--- config.mk ---
export PLATFORM = sky130hd
export DESIGN_NAME = mem_ref_exec
export DESIGN_NICKNAME = d
export VERILOG_FILES = /design/src/rtl/mem_ref_pkg.sv /design/src/rtl/mem_ref_exec.sv
export SDC_FILE = /design/constraint.sdc
export NUM_CORES = 1
export LEC_CHECK = 0
export CAP_MARGIN = 20
export CORE_ASPECT_RATIO = 0.6
export CORE_MARGIN = 8
export CORE_UTILIZATION = 51
export CTS_CLUSTER_DIAMETER = 60
export CTS_CLUSTER_SIZE = 30
export DETAILED_ROUTE_END_ITERATION = 12
export GPL_TIMING_DRIVEN = 0
export PLACE_DENSITY = 0.95
export REMOVE_ABC_BUFFERS = 1
export SLEW_MARGIN = 25
export SYNTH_ARGS = -nofsm -noshare
export SYNTH_HDL_FRONTEND = slang
export SYNTH_SLANG_ARGS = --single-unit
export TNS_END_PERCENT = 20
--- constraint.sdc ---
create_clock -name clk -period 4 [get_ports clk]
set_clock_uncertainty 0.05 [all_clocks]
set_input_delay 0.8 -clock clk [delete_from_list [all_inputs] [get_ports clk]]
set_output_delay 0.8 -clock clk [all_outputs]
set_load 0.01 [all_outputs]
--- src/rtl/mem_ref_pkg.sv ---
// rtl/mem_ref_pkg.sv - shared widths, state encoding and op indices for the memory-reference execute stage
package mem_ref_pkg;

  localparam int DEF_ADDR_W = 12;
  localparam int DEF_DATA_W = 16;

  typedef enum logic [2:0] {
    IDLE   = 3'd0,
    IND_RD = 3'd1,
    RD     = 3'd2,
    WR     = 3'd3,
    DONE   = 3'd4
  } state_t;

  // Bit positions of the op strobes as exchanged with the control unit
  localparam int OP_ADD  = 0;
  localparam int OP_LDA  = 1;
  localparam int OP_STA  = 2;
  localparam int OP_BUN  = 3;
  localparam int OP_ISZ  = 4;
  localparam int NUM_OPS = 5;

  // Reduce a possibly multi-hot op vector to one-hot; lowest index wins
  function automatic logic [NUM_OPS-1:0] pick_op(input logic [NUM_OPS-1:0] ops);
    pick_op = '0;
    for (int i = NUM_OPS - 1; i >= 0; i--) begin
      if (ops[i]) begin
        pick_op    = '0;
        pick_op[i] = 1'b1;
      end
    end
  endfunction

endpackage

--- src/rtl/mem_ref_exec.sv ---
// rtl/mem_ref_exec.sv - execute stage for ADD/LDA/STA/BUN/ISZ with direct or indirect addressing
module mem_ref_exec
  import mem_ref_pkg::*;
#(
  parameter int ADDR_W = DEF_ADDR_W,
  parameter int DATA_W = DEF_DATA_W
) (
  input  logic              clk,
  input  logic              reset_n,
  input  logic              i_start,
  input  logic              i_ind,
  input  logic              i_add,
  input  logic              i_load,
  input  logic              i_store,
  input  logic              i_branch,
  input  logic              i_isz,
  input  logic [ADDR_W-1:0] i_addr,
  input  logic [DATA_W-1:0] i_ac,
  output logic              o_mem_req,
  output logic              o_mem_we,
  output logic [ADDR_W-1:0] o_mem_addr,
  output logic [DATA_W-1:0] o_mem_wdata,
  input  logic [DATA_W-1:0] i_mem_rdata,
  input  logic              i_mem_ack,
  output logic              o_ac_we,
  output logic [DATA_W-1:0] o_ac_wdata,
  output logic              o_e_we,
  output logic              o_e_wdata,
  output logic              o_pc_load,
  output logic [ADDR_W-1:0] o_pc_wdata,
  output logic              o_pc_inc,
  output logic              o_busy,
  output logic              o_ex_done
);

  state_t               state, state_n;
  logic [NUM_OPS-1:0]   op_q;
  logic [NUM_OPS-1:0]   op_start;
  logic [ADDR_W-1:0]    ea;
  logic [DATA_W-1:0]    ac_q;
  logic [DATA_W-1:0]    mdata;
  logic [DATA_W:0]      add_sum;
  logic [DATA_W:0]      inc_sum;

  assign op_start = pick_op({i_isz, i_branch, i_store, i_load, i_add});
  assign add_sum  = {1'b0, ac_q} + {1'b0, mdata};
  assign inc_sum  = {1'b0, mdata} + {{DATA_W{1'b0}}, 1'b1};

  // Once the effective address is known: BUN needs no data, STA only writes
  function automatic state_t addr_next(input logic [NUM_OPS-1:0] op);
    if (op[OP_BUN])      return DONE;
    else if (op[OP_STA]) return WR;
    else                 return RD;
  endfunction

  always_ff @(posedge clk or negedge reset_n) begin
    if (!reset_n) begin
      state <= IDLE;
      op_q  <= '0;
      ea    <= '0;
      ac_q  <= '0;
      mdata <= '0;
    end else begin
      state <= state_n;
      if (state == IDLE && i_start) begin
        op_q <= op_start;
        ea   <= i_addr;
        ac_q <= i_ac;
      end
      if (state == IND_RD && i_mem_ack) ea <= i_mem_rdata[ADDR_W-1:0];
      if (state == RD && i_mem_ack) mdata <= i_mem_rdata;
    end
  end

  always_comb begin
    state_n     = state;
    o_mem_req   = 1'b0;
    o_mem_we    = 1'b0;
    o_mem_addr  = '0;
    o_mem_wdata = '0;
    o_ac_we     = 1'b0;
    o_ac_wdata  = '0;
    o_e_we      = 1'b0;
    o_e_wdata   = 1'b0;
    o_pc_load   = 1'b0;
    o_pc_wdata  = '0;
    o_pc_inc    = 1'b0;
    o_ex_done   = 1'b0;
    o_busy      = (state != IDLE);
    case (state)
      IDLE: begin
        if (i_start) begin
          if (op_start == '0) state_n = DONE;
          else if (i_ind)     state_n = IND_RD;
          else                state_n = addr_next(op_start);
        end
      end
      IND_RD: begin
        o_mem_req  = 1'b1;
        o_mem_addr = ea;
        if (i_mem_ack) state_n = addr_next(op_q);
      end
      RD: begin
        o_mem_req  = 1'b1;
        o_mem_addr = ea;
        if (i_mem_ack) state_n = op_q[OP_ISZ] ? WR : DONE;
      end
      WR: begin
        o_mem_req   = 1'b1;
        o_mem_we    = 1'b1;
        o_mem_addr  = ea;
        o_mem_wdata = op_q[OP_STA] ? ac_q : inc_sum[DATA_W-1:0];
        if (i_mem_ack) state_n = DONE;
      end
      DONE: begin
        o_ex_done = 1'b1;
        if (op_q[OP_ADD]) begin
          o_ac_we    = 1'b1;
          o_ac_wdata = add_sum[DATA_W-1:0];
          o_e_we     = 1'b1;
          o_e_wdata  = add_sum[DATA_W];
        end
        if (op_q[OP_LDA]) begin
          o_ac_we    = 1'b1;
          o_ac_wdata = mdata;
        end
        if (op_q[OP_BUN]) begin
          o_pc_load  = 1'b1;
          o_pc_wdata = ea;
        end
        // Skip when the incremented word wrapped to zero
        o_pc_inc = op_q[OP_ISZ] & inc_sum[DATA_W];
        state_n  = IDLE;
      end
      default: state_n = IDLE;
    endcase
  end

endmodule

== After elaboration in Yosys (flattened, before gate mapping) ==
Cells that the tools add are included.
Widths: inputs -> output; s select.
Storage, ports and cells
  input port bits: 54
  memories: 0
  memory bits (writable): 0
  bits in latches: 0
  logic and storage cells: 64
  register bits after elaboration: 52
  memory bits (read-only): 0
  output and inout bits: 65
Operators by class
  bitwise gates (word level): 1
  magnitude comparators: 0
  reductions and logical operators: 9
  $add $sub $neg: 2
  equal/unequal tests: 8
  div/mod/pow operators: 0
  shift-type cells: 0
  multipliers: 0
  multiplexer cells: 39
Operator list (count)
  $mux 16: 5
  $mux 12: 5
  $mux 3: 9
  $mux 5: 5
  $add 16x1->17 const B: 1
  $add 16x16->17: 1
  $mux 1: 14
  $pmux 3 s4: 1
  $ne 2x2->1 const B: 4
  $eq 3x2->1 const B: 2
  $logic_not 5->1: 1
  $reduce_and 4->1: 1
  $eq 3x1->1 const B: 1
  $eq 3x3->1 const B: 1
  $logic_and 1x1->1: 3
  $logic_not 3->1: 1
  $reduce_bool 3->1: 1
  $reduce_or 3->1: 1
  $reduce_bool 2->1: 1
  $and 1x1->1: 1

== Longest topological paths before layout ==
Gate-level depths: netlist (run 1).
  depth after elaboration: 11
  depth in mapped cells: 10
  mapped depth without buffers: 10

== Least setup slack after synthesis (run 1) ==
Ideal clock, no wire load.
  kind: register to output
  start point: reg mdata[0]
  end point: out o_e_wdata
  cell stages (with the launch flop): 11
  path slack: 0.992 ns
  arrival: 2.158 ns
  cells stage by stage: dfrtp_1 -> ha_1 -> inv_1 -> fa_1 -> nor2b_1 -> o211ai_2 -> a21boi_2 -> o31ai_1 -> a21oi_1 -> a211oi_1 -> nor3_1
On the way
  word-level cells in the longest chain between the ends: 3
RTL lines
  start: declaration: RTL line mem_ref_exec.sv:41  | logic [DATA_W-1:0] mdata;
  start signal: assignment: RTL line mem_ref_exec.sv:71  | if (state == RD && i_mem_ack) mdata <= i_mem_rdata;
  $add 16x16->17: RTL line mem_ref_exec.sv:46  | assign add_sum = {1'b0, ac_q} + {1'b0, mdata};
  $mux 1: RTL line mem_ref_exec.sv:117  | if (op_q[OP_ADD]) begin
  $mux 1: RTL line mem_ref_exec.sv:90  | case (state)
  end: declaration: RTL line mem_ref_exec.sv:28  | output logic o_e_wdata,
Every way passes these cells.

== Final worst setup path (run 1) ==
  start point: reg mdata[2]
  end point: out o_ac_wdata[12]
On the way
  word-level cells in the longest chain between the ends: 4
RTL lines
  $add 16x16->17: RTL line mem_ref_exec.sv:46
  $mux 16: RTL line mem_ref_exec.sv:117
  $mux 16: RTL line mem_ref_exec.sv:123  | if (op_q[OP_LDA]) begin
  $mux 16: RTL line mem_ref_exec.sv:90
  end: declaration: RTL line mem_ref_exec.sv:26  | output logic [DATA_W-1:0] o_ac_wdata,
Every way passes these cells.

==> results.ini, run 1 <==
[status]
outcome = complete, no violations

[cts]
clk_latency_ns = 0.30
clock_path_buffers = 2
cts_setup_buffers = 0
numCtsBuffers = 5
path_clk_slew_ns = 0.07
cts_root_buf = clkbuf_16
htreeDepth = 2
cts_tree = done
numClockSinks = 52
cts_hold_buffers = 0

[synth]
ys_warn_count = 0
ys_ff_latch = 52
synthFlopType = dfrtp_1
synth_cells = 481
postSynth.asyncResetShare_pct = 100
yosysSeqAreaShare_pct = 33.8
netlist_area_um2 = 3850
synth_edf_count = 0
syn_avg_cell_area_um2 = 8.01
synthDistinctLibCells = 55

[setup_path]
startpoint_type = register
cp.required_ns = 3.15
reg2reg_depth = 4
path_class = register to output port
r2r-end = ea[1]$_DFFE_PN0P_
r2r_setup_slack_ns = 1.63
critPathLaunch = mdata[2]$_DFFE_PN0P_
crit_path_end = o_ac_wdata[12]
crit_path_end_kind = output port
critPathMaxFanout = 8
timing.rr.start = state[0]$_DFFE_PN0P_
critPathArrivalTime_ns = 3.05

[sta]
post-route-period-util_pct = 97.6
rsz0062_at_grt = yes
hold_viol = 0
min_period_ns = 3.90
fmax_mhz = 256
setup_viol = 0
relSlewSlack_pct = 36.8
slew_viol_final = 0
max_slew.worst_pin.slew_ns = 0.946

[pwr]
power_density_nw_per_um2 = 760
ir_worst_vdd_mv = 0.516
fin_total_pwr_uw = 4010
p_leak_uw = 0.00225

[global_route]
grt.overflow.total = 0
antenna_found_initial = 0
grt.busiest_layer = met2
grt_usage_pct = 22.6
grt_start_max_net_pins = 53
met2_usage_pct = 36.7
use_met1_pct = 29.5
use_met3_pct = 5.74
grt_pass1_wl_um = 19900
grt_pass1_vias = 3940

[cells_and_area]
multi_input_area_um2 = 2450
regArea_um2 = 1300
drive_gt1_share_pct = 7.53
final_nets = 655
n_antenna_cell = 0
final_cells = 688
area_growth_pct = 37.1
design_area_um2 = 5280
nFillCells = 571

[detailed_routing]
drt_iter0_drc = 356
drcViolationCount = 0
ant_nets = 0
wl_per_cell_um = 17.8
vias = 3891
dr.pass1.iters = 5
routed_wl_um = 12300
viasPerCell = 5.66

[job]
maxCapViolCount = 0

[placed_design]
placed_area_um2 = 5100
dp_cells = 680
post-dp-hpwl_um = 9120
portBuffers = 118
place_congestion = 0.898

[floorplanning]
rows = 24
io_pins = 119
die_area_um2 = 10700
start_util_pct = 52.8
die_y_um = 83.3
die_w_um = 128
core_um2 = 7300

[hold_path]
hold_class = register to register

[logic make-up after synthesis]
group                    Yosys count  synth area share (%)
AND/OR/NAND/NOR                  220                  27.2
AO/OA/AOI/OAI                    102                  16.1
flip-flops                        52                  33.8
buffers and inverters             38                  4.00
multiplexers                      28                  7.70
XOR/XNOR                          23                  5.23
adder cells (fa/ha/maj)           18                  6.04
[flip-flops by register name (all words and copies together) (netlist names)]
name / count
ac_q: 16
ea: 12
mdata: 16
op_q: 5
state: 3
[cells in the mapped netlist, types with 5 or more instances]
library cell / count / area, um^2
a21o_1: 5 / 37.5
a21oi_1: 35 / 175
and2_1: 26 / 163
buf_2: 6 / 30.0
clkbuf_1: 17 / 63.8
dfrtp_1: 52 / 1300
ha_1: 17 / 213
inv_1: 13 / 48.8
mux2_2: 13 / 146
mux2i_1: 15 / 150
nand2_1: 95 / 357
nand3_1: 10 / 50.1
nand4_1: 5 / 31.3
nor2_1: 43 / 161
nor3_1: 7 / 35.0
o21ai_0: 35 / 175
o21ai_1: 5 / 25.0
or3_1: 7 / 43.8
xnor2_1: 12 / 105
xor2_1: 11 / 96.3
[layout by cell type, fill, tap and decap left out, drive strengths merged, types with 4 or more instances in the layout]
cell           count
clkdlybuf4s50    114
nand2             96
dfrtp             52
nor2              45
o21ai             40
a21oi             35
and2              27
ha                17
mux2i             15
inv               15
mux2              13
xnor2             12
xor2              11
nand3             10
or3                8
nor3               7
nand4              5
a21o               5
clkbuf             5
a211oi             4
nor2b              4
[layer usage]
layer | vias up | share of wire, %
met2 | 165 | 47
met5 | - | 0
met1 | 1862 | 44
li1 | 1850 | -
met4 | 0 | 0.86
met3 | 14 | 8.4
[worst min path at each step]
stage | start | end | cells after the start | slack [ns]
floorplan | op_q[4]$_DFFE_PN0P_ | op_q[4]$_DFFE_PN0P_ | 2 | 0.42
global placement | ac_q[9]$_DFFE_PN0P_ | ac_q[9]$_DFFE_PN0P_ | 2 | 0.44
detailed placement | ac_q[9]$_DFFE_PN0P_ | ac_q[9]$_DFFE_PN0P_ | 2 | 0.45
CTS | ac_q[9]$_DFFE_PN0P_ | ac_q[9]$_DFFE_PN0P_ | 2 | 0.47
global route | ac_q[9]$_DFFE_PN0P_ | ac_q[9]$_DFFE_PN0P_ | 2 | 0.50
finish | ac_q[9]$_DFFE_PN0P_ | ac_q[9]$_DFFE_PN0P_ | 2 | 0.47
[where the power goes]
group	switching (uW)	internal [uW]
registers	386	780
clock network	215	237
logic	1260	1140
[worst max-delay path: stages (launching register included)]
cell and delay [ns]:
dfrtp_1 0.50, ha_1 0.37, nor2b_2 0.18, o211ai_2 0.14, a21boi_2 0.10, o31ai_2 0.42, o21ai_1 0.16, xnor2_1 0.15
o21ai_0 0.15, clkdlybuf4s50_1 0.56
[area by class of cell]
| class | instances | area share [%] |
|---|---|---|
| Timing Repair Buffer | 120 | 22.7 |
| Multi-Input combinational cell | 391 | 46.4 |
| Inverter | 13 | 0.924 |
| Sequential cell | 52 | 24.7 |
| Tap cell | 104 | 2.47 |
| Clock buffer | 5 | 2.37 |
| Clock inverter | 3 | 0.474 |
[stage by stage]
step / hold slack, ns / TNS [ns] / setup WS, ns / util [%]
6_report: 0.472 / 0 / 0.0967 / 72.3
5_1_grt: 0.496 / -0.0774 / -0.0472 / 72.3
4_1_cts: 0.471 / 0 / 0.000583 / 72.2
3_5_place_dp: 0.452 / 0 / 0.142 / 69.9
3_3_place_gp: 0.443 / -12.79 / -0.760 / 69.3
2_1_floorplan: 0.423 / 0 / 0.849 / -
[what timing repair did]
action,CTS,global route
setup endpoints to repair,4,4
gates resized for setup,5,5
pin swaps,1,0
Note: power is estimated with default switching activity, not from simulation.
==> inputs of run 2 (changes only) <==
CORE_ASPECT_RATIO = unset   (was 0.6)
CTS_CLUSTER_SIZE = unset   (was 30)
==> run 2 against run 1 <==
  * Register-to-register slack better by 0.06 ns
  * Sequential cell count unchanged
  * Cell count shrank 0.73%
  * Die area decreased by 0.85%
  * Critical endpoint is now o_ac_wdata[15]
  * Largest cell class unchanged
==> results.ini, run 2 (same netlist as run 1, synthesis figures left out) <==
[detailed_routing]
drcViolationCount = 0  ; unchanged
ant_nets = 0  ; unchanged
drt_iter0_drc = 254  ; -29%
dr.pass1.iters = 5  ; unchanged
routed_wl_um = 11700  ; -4.3%
vias = 3843  ; -1.2%
wl_per_cell_um = 17.2  ; -3.6%
viasPerCell = 5.63  ; -0.51%

[cts]
cts_setup_buffers = 0  ; unchanged
path_clk_slew_ns = 0.10  ; +0.03 ns
numClockSinks = 52  ; unchanged
numCtsBuffers = 5  ; unchanged
cts_root_buf = clkbuf_8
clk_latency_ns = 0.31  ; about the same
cts_hold_buffers = 0  ; unchanged
cts_tree = done
clock_path_buffers = 2  ; unchanged
htreeDepth = 2  ; unchanged

[floorplanning]
die_area_um2 = 10600  ; -0.85%
io_pins = 119  ; unchanged
start_util_pct = 52.8  ; about the same
die_w_um = 103  ; -20%
rows = 31  ; +29%
die_y_um = 103  ; +24%
core_um2 = 7290  ; about the same

[status]
outcome = complete, no violations

[placed_design]
place_congestion = 0.918  ; +2.2%
dp_cells = 675  ; -0.74%
post-dp-hpwl_um = 8930  ; -2.2%
portBuffers = 118  ; unchanged

[cells_and_area]
reg.largest.list = ac_q: 16 flops, mdata: 16 flops, ea: 12 flops
final_cell_mix = clkdlybuf4s50_1 (114), nand2_1 (95), dfrtp_1 (50)
nFillCells = 538  ; -5.8%
area_growth_pct = 35.5
final_cells = 683  ; -0.73%
final_common_cell = clkdlybuf4s50_1
final_nets = 655  ; unchanged
drive_gt1_share_pct = 7.36  ; -0.17 points
n_antenna_cell = 0  ; unchanged

[sta]
rsz0062_at_grt = yes
tns_ns = 0  ; unchanged
fmax_mhz = 254  ; -0.84%
post-route-period-util_pct = 98.4  ; +0.83 points
relSlewSlack_pct = 37.4  ; +0.67 points
max_slew.worst_pin.slew_ns = 0.936  ; -0.0101 ns
worst_hold_slack_ns = 0.451  ; -0.0212 ns
min_period_ns = 3.94  ; +0.0332 ns
slew_viol_final = 0  ; unchanged
hold_viol = 0  ; unchanged
setup_viol = 0  ; unchanged

[setup_path]
r2r_setup_slack_ns = 1.69  ; +0.06 ns
critPathMaxFanout = 6  ; -2
startpoint_type = register
path_class = register to output port
crit_path_end_kind = output port
critPathArrivalTime_ns = 3.09  ; +0.04 ns
slowest_delay_ns = 0.57  ; about the same
cp.required_ns = 3.15  ; about the same
crit_chain = ha_1 > a21oi_1 > and2_2 > a21boi_4 > o41ai_4 > o21ai_1 > xnor2_1 > o21ai_0 > clkdlybuf4s50_1
crit_slowest_cell = clkdlybuf4s50_1

[pwr]
ir_worst_vdd_mv = 0.344  ; -33%
power_density_nw_per_um2 = 734  ; -3.4%
p_leak_uw = 0.00223  ; -0.55%
fin_total_pwr_uw = 3830  ; -4.5%

[hold_path]
hold_class = input pin to async pin

[job]
maxCapViolCount = 0  ; unchanged

[global_route]
grt_pass1_wl_um = 19000  ; -4.6%
use_met1_pct = 25.5  ; -4.0 points
grt_start_max_net_pins = 53  ; unchanged
met2_usage_pct = 40.0  ; +3.3 points
grt.overflow.total = 0  ; unchanged
grt_pass1_vias = 3959  ; +0.48%
grt_usage_pct = 22.5  ; -0.091 points
use_met3_pct = 6.35  ; +0.61 points
antenna_found_initial = 0  ; unchanged
grt.busiest_layer = met2

run 2: worst max-delay path, delay by kind of cell, from the launching register on:
kind,cells,cell delay (ns)
compound gates,5,1.00
buf+inv,1,0.57
flops,1,0.47
fa+ha+maj,1,0.40
simple gates,1,0.22
xor+xnor,1,0.14
run 2: area by class of cell:
cell class              instances  area [um^2]  area share [%]
flip-flops and latches         52         1300            25.0
repair buffers                120         1200            23.0
inverters                      13         48.8           0.935
clock buffers                   7         86.3            1.65
clock inverters                 1         7.51           0.144
multi-input cells             391         2450            46.9
well taps                      99          124            2.37
run 2: path summary, 6_finish.rpt:
check / from / cells after the start / endpoint
worst min-delay path: reset_n / 1 / ac_q[15]$_DFFE_PN0P_
worst min register to register: ac_q[4]$_DFFE_PN0P_ / 2 / ac_q[4]$_DFFE_PN0P_
max in group asynchronous: reset_n / 1 / mdata[0]$_DFFE_PN0P_
worst max-delay path: mdata[4]$_DFFE_PN0P_ / 9 / o_ac_wdata[15]
min in group clk: ac_q[4]$_DFFE_PN0P_ / 2 / ac_q[4]$_DFFE_PN0P_
worst max register to register: state[1]$_DFFE_PN0P_ / 4 / ea[10]$_DFFE_PN0P_
run 2: what timing repair did:
item	CTS	global route
endpoints found under the setup margin	3	6
pin swaps	1	1
gates resized for setup	3	6
run 2: report_power, final:
part           internal [uW]  leakage, uW  switching [uW]  total [uW]
Clock                    141    0.0000445             179         320
Sequential               779     0.000637             383        1160
Combinational           1130      0.00155            1220        2350
run 2: metal layers:
metal,up-vias,part of all wire [%]
met4,0,1.7
met1,1793,39
met2,168,51
met3,24,8.5
met5,-,0
li1,1858,-
run 2: stage by stage:
| step | utilization [%] | worst slack [ns] | cell area, um^2 |
|---|---|---|---|
| final | 71.6 | 0.0635 | 5220 |
| after global routing | 71.6 | -0.0816 | 5220 |
| after CTS | 71.3 | 0.0105 | 5200 |
| after detailed placement | 69.9 | 0.175 | 5090 |
| after global placement | 69.3 | -0.701 | 5050 |
| after floorplan | - | 0.849 | 3750 |
==> inputs of run 3 (changes only) <==
--- a/config.mk
+++ b/config.mk
@@ -8,3 +8,2 @@
 export CAP_MARGIN = 20
-export CORE_MARGIN = 8
 export CORE_UTILIZATION = 51
@@ -12,2 +11,3 @@
 export DETAILED_ROUTE_END_ITERATION = 12
+export GPL_ROUTABILITY_DRIVEN = 0
 export GPL_TIMING_DRIVEN = 0
==> constraint.sdc (replaced) <==
create_clock -name clk -period 4 [get_ports clk]
set_clock_uncertainty 0.05 [all_clocks]
set_input_delay 1.2 -clock clk [delete_from_list [all_inputs] [get_ports clk]]
set_output_delay 1.2 -clock clk [all_outputs]
set_load 0.01 [all_outputs]
==> run 3 against run 2 <==
  * The flow now finishes with violations (setup timing)
  * Hold slack improved by 0.029 ns
  * Total power is 11% higher
  * Non-clock buffer count is 16 higher
  * Global-route usage up 6.5 points
  * Sequential cell count did not move
  * Critical endpoint is now o_ac_wdata[5]
  * Clock-buffer cell count shrank 2
  * Maximum frequency shrank 1.8%
==> results.ini, run 3 (same netlist as run 1, synthesis figures left out) <==
[detailed_routing]
drcViolationCount = 0  ; unchanged
drt_iter0_drc = 322  ; +27%
dr.pass1.iters = 5  ; unchanged
viasPerCell = 5.91  ; +5.1%
ant_nets = 0  ; unchanged
wl_per_cell_um = 17.3  ; +0.74%
routed_wl_um = 12100  ; +3.0%
vias = 4128  ; +7.4%

[setup_path]
critPathArrivalTime_ns = 2.76  ; -0.33 ns
startpoint_type = register
crit_path_end_kind = output port
path_class = register to output port
cp.required_ns = 2.75  ; -0.40 ns
r2r_setup_slack_ns = 1.52  ; -0.17 ns
critPathMaxFanout = 8  ; +2

[sta]
max_slew.worst_pin.slew_ns = 0.930  ; -0.00589 ns
setup_ws_ns = -0.0103  ; -0.0738 ns
tns_ns = -0.0103  ; -0.0103 ns
slew_viol_final = 0  ; unchanged
post-route-period-util_pct = 100  ; +1.8 points
worst_hold_slack_ns = 0.480  ; +0.0293 ns
setup_viol = 1  ; +1
rsz0062_at_grt = yes
fmax_mhz = 249  ; -1.8%
min_period_ns = 4.01  ; +0.0738 ns
hold_viol = 0  ; unchanged
relSlewSlack_pct = 37.8  ; +0.39 points

[cells_and_area]
multi_input_area_um2 = 2520  ; +3.0%
drive_gt1_share_pct = 12.9  ; +5.5 points
final_nets = 671  ; +2.4%
finish.utilization_pct = 74.6  ; +3.0 points
area_growth_pct = 41.2
n_antenna_cell = 0  ; unchanged
reg.largest.list = ac_q: 16 flops, mdata: 16 flops, ea: 12 flops
final_common_cell = clkdlybuf4s50_1
nFillCells = 505  ; -6.1%
final_cell_mix = clkdlybuf4s50_1 (106), nand2_1 (95), nor2_1 (43), dfrtp_1 (43), o21ai_0 (33)
regArea_um2 = 1310  ; +0.67%

[floorplanning]
core_um2 = 7290  ; unchanged
start_util_pct = 52.8  ; unchanged
rows = 31  ; unchanged
die_y_um = 88.9  ; -14%
io_pins = 119  ; unchanged
die_w_um = 88.9  ; -14%
die_area_um2 = 7900  ; -25%

[cts]
cts_root_buf = clkbuf_8
clock_path_buffers = 2  ; unchanged
numClockSinks = 52  ; unchanged
path_clk_slew_ns = 0.10  ; about the same
numCtsBuffers = 5  ; unchanged
clk_latency_ns = 0.32  ; about the same
htreeDepth = 2  ; unchanged
cts_tree = done
cts_hold_buffers = 0  ; unchanged

[pwr]
p_leak_uw = 0.00235  ; +5.2%
ir_worst_vdd_mv = 0.408  ; +18%
power_density_nw_per_um2 = 781  ; +6.5%

[global_route]
grt.overflow.total = 0  ; unchanged
grt_usage_pct = 29.0  ; +6.5 points
grt_pass1_wl_um = 17500  ; -7.5%
antenna_found_initial = 0  ; unchanged
grt_pass1_vias = 3777  ; -4.6%
grt_start_max_net_pins = 53  ; unchanged

[status]
outcome = complete, but fails checks
violations = setup timing

[placed_design]
portBuffers = 118  ; unchanged
post-dp-hpwl_um = 7920  ; -11%

[job]
maxCapViolCount = 0  ; unchanged

[hold_path]
hold_class = register to register

==> run 3: cell types whose count changed in the layout (fill, tap and decap cells not counted), sizes merged <==
cell           before  now
clkdlybuf4s50     114  106
dlygate4sd2         0    6
buf                 3   20
dlymetal6s2s        3    2
bufinv              0    2
clkinvlp            1    0
==> run 3: where the power goes <==
group          internal (uW)  total (uW)  leakage [uW]  switching (uW)
clock                    246         427     0.0000642             181
sequential               786        1160      0.000628             377
combinational           1270        2660       0.00166            1380
==> run 3: final timing paths <==
path / cells past startpoint / endpoint / from
min in group asynchronous: 1 / ac_q[12]$_DFFE_PN0P_ / reset_n
min reg2reg: 2 / ac_q[10]$_DFFE_PN0P_ / ac_q[10]$_DFFE_PN0P_
max reg2reg: 6 / ea[7]$_DFFE_PN0P_ / state[1]$_DFFE_PN0P_
max: 8 / o_ac_wdata[5] / state[1]$_DFFE_PN0P_
max in group asynchronous: 1 / mdata[3]$_DFFE_PN0P_ / reset_n
min: 2 / ac_q[10]$_DFFE_PN0P_ / ac_q[10]$_DFFE_PN0P_
==> run 3: critical path: stages (launching register included) <==
cell and delay [ns]:
dfrtp_2 0.49, nor2_4 0.18, nand2_1 0.13, inv_2 0.11, nand2_2 0.10, or2_4 0.29, buf_4 0.18, o31ai_1 0.35
clkdlybuf4s50_1 0.61
==> run 3: layout make-up <==
| type | count | share of cell area (%) |
|---|---|---|
| Sequential cell | 52 | 24.1 |
| Tap cell | 99 | 2.28 |
| Timing Repair Buffer | 136 | 24.0 |
| Clock buffer | 5 | 1.27 |
| Inverter | 13 | 0.897 |
| Clock inverter | 2 | 1.10 |
| Multi-Input combinational cell | 391 | 46.4 |
==> run 3: metal layers <==
metal | up-vias | track usage, % | wire [um]
li1 | 1886 | - | -
met4 | 0 | 13.5 | 299
met1 | 1959 | 36.3 | 4670
met2 | 249 | 48.8 | 6120
met3 | 34 | 5.17 | 986
met5 | - | 0 | 0
==> run 3: timing repair <==
action / in CTS / in global routing
buffers inserted: 1 / 15
endpoints found under the setup margin: 12 / 14
gates resized for setup: 24 / 23
pin swaps: 2 / 5
==> run 3: through the flow <==
stage	power [uW]	setup WS, ns	cell area (um^2)	instances
6_report	4250	-0.0103	5440	698
5_1_grt	4510	-0.0946	5440	698
4_1_cts	3970	-0.118	5290	683
3_5_place_dp	3420	-0.177	5100	675
3_3_place_gp	3270	-1.03	5050	673
2_1_floorplan	2630	0.449	3750	456
